<file path="src/rtl/lif_scheduler.sv">
`timescale 1ns/1ps
// Leaky integrate-and-fire scheduler: N_NEUR neurons share one update datapath,
// each swept through FETCH / COMPUTE / WRITEBACK once per tick.
module lif_scheduler #(
    parameter int unsigned N_NEUR  = 4,
    parameter int unsigned REFRACT = 2
) (
    input  logic                  clk,
    input  logic                  rst,
    input  logic                  tick,
    input  logic [N_NEUR*8-1:0]   current,
    input  logic [7:0]            thresh,
    input  logic [1:0]            leak_shift,
    input  logic [2:0]            mon_sel,
    output logic                  busy,
    output logic                  done,
    output logic [N_NEUR-1:0]     spike,
    output logic [7:0]            mon_state,
    output logic                  overrun
);

    typedef enum logic [1:0] {
        StIdle,
        StFetch,
        StCompute,
        StWriteback
    } state_e;

    localparam logic [2:0] LastIdx    = 3'(N_NEUR - 1);
    localparam logic [2:0] RefractVal = 3'(REFRACT);

    state_e              state_q, state_d;
    logic [2:0]          idx_q, idx_d;

    logic [7:0]          v_q [N_NEUR];
    logic [2:0]          r_q [N_NEUR];
    logic [N_NEUR-1:0]   spike_q;
    logic                done_q;
    logic                overrun_q;

    // Sweep-wide copies of the control inputs
    logic [7:0]          thresh_q;
    logic [1:0]          lshift_q;

    // Operands captured in FETCH
    logic [7:0]          fv_q;
    logic [2:0]          fr_q;
    logic [7:0]          fi_q;

    // Results registered in COMPUTE
    logic [7:0]          nv_q;
    logic [2:0]          nr_q;
    logic                ns_q;

    logic [7:0]          sel_v;
    logic [2:0]          sel_r;
    logic [7:0]          sel_i;

    logic [7:0]          vl;
    logic [8:0]          sum9;
    logic [7:0]          sum_sat;
    logic [7:0]          th_eff;
    logic [7:0]          cv_v;
    logic [2:0]          cv_r;
    logic                cv_s;

    // ---------------------------------------------------------------- FSM
    always_ff @(posedge clk or posedge rst) begin
        if (rst) begin
            state_q <= StIdle;
            idx_q   <= '0;
        end else begin
            state_q <= state_d;
            idx_q   <= idx_d;
        end
    end

    always_comb begin
        state_d = state_q;
        idx_d   = idx_q;
        unique case (state_q)
            StIdle: begin
                if (tick) begin
                    state_d = StFetch;
                    idx_d   = '0;
                end
            end
            StFetch:   state_d = StCompute;
            StCompute: state_d = StWriteback;
            StWriteback: begin
                if (idx_q == LastIdx) begin
                    state_d = StIdle;
                    idx_d   = '0;
                end else begin
                    state_d = StFetch;
                    idx_d   = idx_q + 3'd1;
                end
            end
            default: state_d = StIdle;
        endcase
    end

    // ------------------------------------------------------- operand muxes
    always_comb begin
        sel_v = '0;
        sel_r = '0;
        sel_i = '0;
        for (int i = 0; i < int'(N_NEUR); i++) begin
            if (idx_q == 3'(i)) begin
                sel_v = v_q[i];
                sel_r = r_q[i];
                sel_i = current[i*8 +: 8];
            end
        end
    end

    // ------------------------------------------------------- neuron update
    always_comb begin
        vl      = fv_q - (fv_q >> lshift_q);
        sum9    = {1'b0, vl} + {1'b0, fi_q};
        sum_sat = sum9[8] ? 8'hFF : sum9[7:0];
        // A zero threshold behaves as 1 so a silent neuron never fires
        th_eff  = (thresh_q == 8'd0) ? 8'd1 : thresh_q;
        cv_v    = '0;
        cv_r    = '0;
        cv_s    = 1'b0;
        if (fr_q != 3'd0) begin
            cv_r = fr_q - 3'd1;
        end else if (sum_sat >= th_eff) begin
            cv_r = RefractVal;
            cv_s = 1'b1;
        end else begin
            cv_v = sum_sat;
        end
    end

    // ------------------------------------------------------------ datapath
    always_ff @(posedge clk or posedge rst) begin
        if (rst) begin
            for (int i = 0; i < int'(N_NEUR); i++) begin
                v_q[i] <= '0;
                r_q[i] <= '0;
            end
            spike_q   <= '0;
            done_q    <= 1'b0;
            overrun_q <= 1'b0;
            thresh_q  <= '0;
            lshift_q  <= '0;
            fv_q      <= '0;
            fr_q      <= '0;
            fi_q      <= '0;
            nv_q      <= '0;
            nr_q      <= '0;
            ns_q      <= 1'b0;
        end else begin
            done_q <= (state_q == StWriteback) && (idx_q == LastIdx);
            if (tick && (state_q != StIdle)) begin
                overrun_q <= 1'b1;
            end
            unique case (state_q)
                StIdle: begin
                    if (tick) begin
                        spike_q  <= '0;
                        thresh_q <= thresh;
                        lshift_q <= leak_shift;
                    end
                end
                StFetch: begin
                    fv_q <= sel_v;
                    fr_q <= sel_r;
                    fi_q <= sel_i;
                end
                StCompute: begin
                    nv_q <= cv_v;
                    nr_q <= cv_r;
                    ns_q <= cv_s;
                end
                StWriteback: begin
                    for (int i = 0; i < int'(N_NEUR); i++) begin
                        if (idx_q == 3'(i)) begin
                            v_q[i]     <= nv_q;
                            r_q[i]     <= nr_q;
                            spike_q[i] <= ns_q;
                        end
                    end
                end
                default: ;
            endcase
        end
    end

    // ------------------------------------------------------------- outputs
    always_comb begin
        mon_state = '0;
        for (int i = 0; i < int'(N_NEUR); i++) begin
            if (mon_sel == 3'(i)) begin
                mon_state = v_q[i];
            end
        end
    end

    assign busy    = (state_q != StIdle);
    assign done    = done_q;
    assign spike   = spike_q;
    assign overrun = overrun_q;

endmodule

</file>
<file path="config.mk">
export PLATFORM = sky130hd
export DESIGN_NAME = lif_scheduler
export DESIGN_NICKNAME = d
export VERILOG_FILES = /design/src/rtl/lif_scheduler.sv
export SDC_FILE = /design/constraint.sdc
export NUM_CORES = 1
export LEC_CHECK = 0
export BUFFER_PORTS_ARGS = -buffer_cell sky130_fd_sc_hd__clkbuf_2
export CORE_ASPECT_RATIO = 0.5
export CORE_MARGIN = 3
export CORE_UTILIZATION = 50
export CTS_CLUSTER_DIAMETER = 100
export DETAILED_ROUTE_END_ITERATION = 8
export HOLD_SLACK_MARGIN = 0.02
export PLACE_DENSITY_LB_ADDON = 0.15
export SLEW_MARGIN = 25
export SYNTH_ARGS = -nofsm -noshare
export SYNTH_HDL_FRONTEND = slang
export SYNTH_SLANG_ARGS = --single-unit
</file>
<file path="constraint.sdc">
create_clock -name clk -period 5.8 [get_ports clk]
set_input_delay 0.29 -clock clk [delete_from_list [all_inputs] [get_ports clk]]
set_output_delay 0.29 -clock clk [all_outputs]
set_load 0.1 [all_outputs]
</file>
# == Word level (Yosys, flattened, before mapping) ==
# Index checks and enable logic that the tools add are counted.
# totals
word_cells,99
register_bits,96
# op_classes
order_cmp,1
shifts,1
mux,36
eq_ne,14
n_addsub,4
reduce_logical,19
# ops
cell,count
$mux W8,16
$mux W3,7
$eq A3 B2 Y1 const B,4
$reduce_and A2 Y1,6
$reduce_and A3 Y1,4
$ne A2 B2 Y1 const B,5
$add A8 B8 Y9,1
$ge A8 B8 Y1,1
$logic_not A8 Y1,1
$pmux W2 S4,1
$pmux W4 S2,1
$shr A8 B2 Y8,1
$sub A8 B8 Y8,1
$mux W1,7
$eq A3 B1 Y1 const B,2
$logic_not A3 Y1,2
$pmux W3 S2,1
$eq A2 B2 Y1 const B,2
$mux W2,2
$mux W4,1
$reduce_bool A2 Y1,2
$add A3 B1 Y3 const B,1
$reduce_bool A3 Y1,1
$sub A3 B1 Y3 const B,1
3 further kinds,4

# == Logic depth before layout (Yosys ltp) ==
# logic_depth
word_depth,7
depth_mapped,23
mapped_depth_nobuf,22

# == Worst setup path before layout ==
# No wires, ideal clock.
# synth_timing
path_type,reg-to-reg
start,reg lshift_q[0]
end,reg nr_q[1]
period_less_slack_ns,4.593
setup_slack_ns,1.207
t_arrival_ns,4.475
path_stages_with_launch,22
cell_sequence,dfrtp_1 buf_1 mux2i_1 a21oi_1 ha_1 fa_1 nor2b_1 o21ai_0 nand2b_1 xor2_1 ha_1 a211o_1 a31oi_1 nor2_1 mux2i_1 nand2_1 ha_1 a21o_1 a221o_1 a41oi_2 a21oi_1 a21o_1
# synth_between
elab_chain_len,7
# synth_rtl
item,line_no,source
from (decl),43,logic [1:0] lshift_q;
from (signal assigned),165,lshift_q <= leak_shift;
$shr A8 B2 Y8,119,vl = fv_q - (fv_q >> lshift_q);
$sub A8 B8 Y8,119,
$add A8 B8 Y9,120,"sum9 = {1'b0, vl} + {1'b0, fi_q};"
$mux W8,121,sum_sat = sum9[8] ? 8'hFF : sum9[7:0];
$ge A8 B8 Y1,129,end else if (sum_sat >= th_eff) begin
$mux W2,129,
$mux W3,127,if (fr_q != 3'd0) begin
to (signal assigned),175,nr_q <= cv_r;
to (decl),52,logic [2:0] nr_q;
# No other way between the ends.
# A chain may end at the register's enable or synchronous reset.

# == Worst setup path in the final report ==
# layout_timing
start,reg lshift_q[0]
end,reg nv_q[6]
# layout_between
elab_chain_len,7
# layout_rtl
item,line_no,source
$shr A8 B2 Y8 (*),119,
$sub A8 B8 Y8 (*),119,
$add A8 B8 Y9 (*),120,
$mux W8 (*),121,
$ge A8 B8 Y1,129,
$mux W8 (*),129,
$mux W8 (*),127,
to (signal assigned),174,nv_q <= cv_v;
to (decl),51,logic [7:0] nv_q;
# Every way passes the cells marked *; elsewhere a longest branch is shown, timed or not.

==> run metrics <==
status=complete, no violations; TritonRoute pass-1 iters=4; Setup Viol. Count Final=0; Total GRT Usage=22.9%; # port buffers=62; initial antenna violation count=0; Iter 0 DRT Violations=about 260; Unique masters post-synth=between 50 and 60; Worst R2R End=nv_q[6]; FF-to-FF setup slack=between 0.7 and 0.8 ns; Antenna Cells=0; post-DR vias/cell=about 5.7; crit path from=lshift_q[0]; Slew @ Worst Pin=0.922 ns; die width=156 um; Max Freq=0.197 GHz; starting density of the core=53.1%; Max-Cap Viols=0; Post-synth top cells=dfrtp_1 (96), nand2_1 (60), inv_1 (55); CP endpoint kind=flip-flop; Synth Register Bits=96; DIE AREA=between 10000 and 15000 um2; routed wire length=13.6 mm; number of flops mapped to enable cells by yosys=0; Setup CP Type=reg -> reg; Slew HR=about two fifths; FP Rows=26; Die H=just over 80 um; max-slew violations=0; final setup skew=just under 0.01 ns; Final #Nets=~720; final hold violation count=0; post-synth top area cell=dfrtp_1; worst-path fanout max=13; CP Launch Type=flip-flop; Syn Area/Cell=between 9 and 10 um2; worst min path class=in -> reg; Syn Nets=667; FILL cells=a little over 900; ys async rst share=100%; sequential area share after synthesis=a little over two fifths; Detail Route Antenna Nets=0; clock root cell=clkbuf_16; CP required=about 6.0 ns; grt ovf=0; H-tree depth=3; share of post-route cells with drive strength above 1=19.5%; synthesized cell area=between 5000 and 6000 um2; top-count cell post-synth=dfrtp_1; RSZ-0062 raised after global routing=false; GP Congestion=0.878; first-pass GRT wire length=22.5 mm; final period utilization=between 80% and 90%; io pins=63; largest net degree at the start of global routing=between 70 and 80; R2R cell count=20; clk slew on worst S/H paths=approximately 0.07 ns; clock latency on the worst-skew pair=approximately 0.34 ns; Syn-to-layout area delta=12.4%; Num CTS Buffers=9; setup TNS=0 ns; data arrival time of the critical path=~5.3 ns; DRC=0; Synth warnings=0; FF-to-FF Start=lshift_q[0]; Period minus WS final=5.08 ns; CTS tree=built; post-synthesis cell count=~580; CP endpoint=nv_q[6]; worst-case clock buffer depth=2; Post-CTS Resized=0; via count=about 4.4k; Post-synth top flop=dfrtp_1; top cells by area, synth=dfrtp_1 (43%), ha_1 (7.8%), mux2_2 (4.4%); core area=10600 um2; top cell type's share of synthesized area=between 40% and 50%; drt wl/cell=around 17 um; vias in the first global route=approximately 4.4k; hpwl dp=about 9.7 mm; clk sink count=between 90 and 100
[placed cells by master, fill, tap and decap left out, types with 8 or more instances in the layout]
cell type / instances
dfrtp_1: 96
mux4_2: 8
nor2b_1: 37
a21oi_1: 33
clkbuf_2: 62
nand2_1: 60
o21ai_0: 31
nor3_1: 21
a221oi_1: 18
clkbuf_16: 9
ha_1: 35
o22ai_1: 27
mux2_1: 8
mux2_2: 22
inv_1: 54
nor2_1: 15
[worst min path at each step]
stage | from | endpoint | slack [ns] | depth (start not counted)
CTS | thresh[5] | thresh_q[5] | 0.17 | 2
detailed placement | rst | spike[1] | 0.28 | 2
global placement | rst | spike[1] | 0.28 | 2
global route | leak_shift[1] | lshift_q[1] | 0.17 | 2
finish | thresh[5] | thresh_q[5] | 0.18 | 2
floorplan | tick | overrun | 0.41 | 1
[state kept, by name, summed over array words and instances, names as in the netlist]
signal / cells
fr_q: 3
done: 1
fi_q: 8
fv_q: 8
spike: 4
state_q: 2
r_q: 12
overrun: 1
thresh_q: 8
nv_q: 8
ns_q: 1
idx_q: 3
nr_q: 3
v_q: 32
lshift_q: 2
[logic make-up after synthesis]
| logic type | after synthesis | synth area share, % |
|---|---|---|
| AND/OR/NAND/NOR | 158 | 13.7 |
| AO/OA/AOI/OAI | 149 | 17.3 |
| flip-flops | 96 | 42.8 |
| buffers and inverters | 89 | 6.10 |
| multiplexers | 44 | 10.3 |
| adder cells (fa/ha/maj) | 37 | 8.51 |
| XOR/XNOR | 9 | 1.40 |
[critical path, cell delays in order (launching register included)]
cell and delay, ns:
dfrtp_1 0.61, mux2i_1 0.28, a21oi_1 0.10, ha_1 0.22, fa_1 0.41, nor2b_1 0.12, o21ai_0 0.09, nand2b_1 0.13
xor2_1 0.23, ha_1 0.33, a211o_1 0.28, a31oi_1 0.24, nor2_1 0.16, mux2i_1 0.17, nand2_1 0.09, ha_1 0.34
a21o_1 0.19, a221o_1 0.35, a41oi_2 0.35, a21oi_2 0.09, a211oi_1 0.21
[timing repair]
| action | in CTS | in global routing |
|---|---|---|
| hold endpoints to repair | 26 | 0 |
| hold buffers | 1 | 0 |
| setup endpoints to repair | 0 | 0 |
| buffers inserted | 0 | 0 |
[stage by stage]
step	setup slack (ns)	instance area (um2)	utilization (%)	hold slack (ns)	cells
floorplan	1.21	5620	-	0.411	582
global placement	1.01	6020	56.9	0.279	758
detailed placement	0.830	6020	56.9	0.280	758
CTS	0.745	6310	59.7	0.169	775
global route	0.331	6310	59.7	0.173	775
finish	0.716	6310	59.7	0.178	775
[routing by layer]
metal | track usage [%] | share of wire, % | vias up
met2 | 36.9 | 46 | 95
met4 | 4.14 | 0.42 | 0
met5 | 0 | 0 | -
met1 | 32.6 | 48 | 2154
li1 | - | - | 2148
met3 | 4.58 | 4.9 | 6
[cell type report]
type / count / area [um2] / share of cell area (%)
clock inverter: 4 / 28.8 / 0.456
clock buffer: 12 / 256 / 4.06
multi-input combinational: 397 / 2870 / 45.5
sequential: 96 / 2400 / 38.0
timing repair buffer: 68 / 358 / 5.67
inverter: 58 / 220 / 3.49
tap: 140 / 175 / 2.77
Power is left out: the tool's default activity adds up to more than one toggle a clock period on the data nets, which glitch-free logic cannot reach.
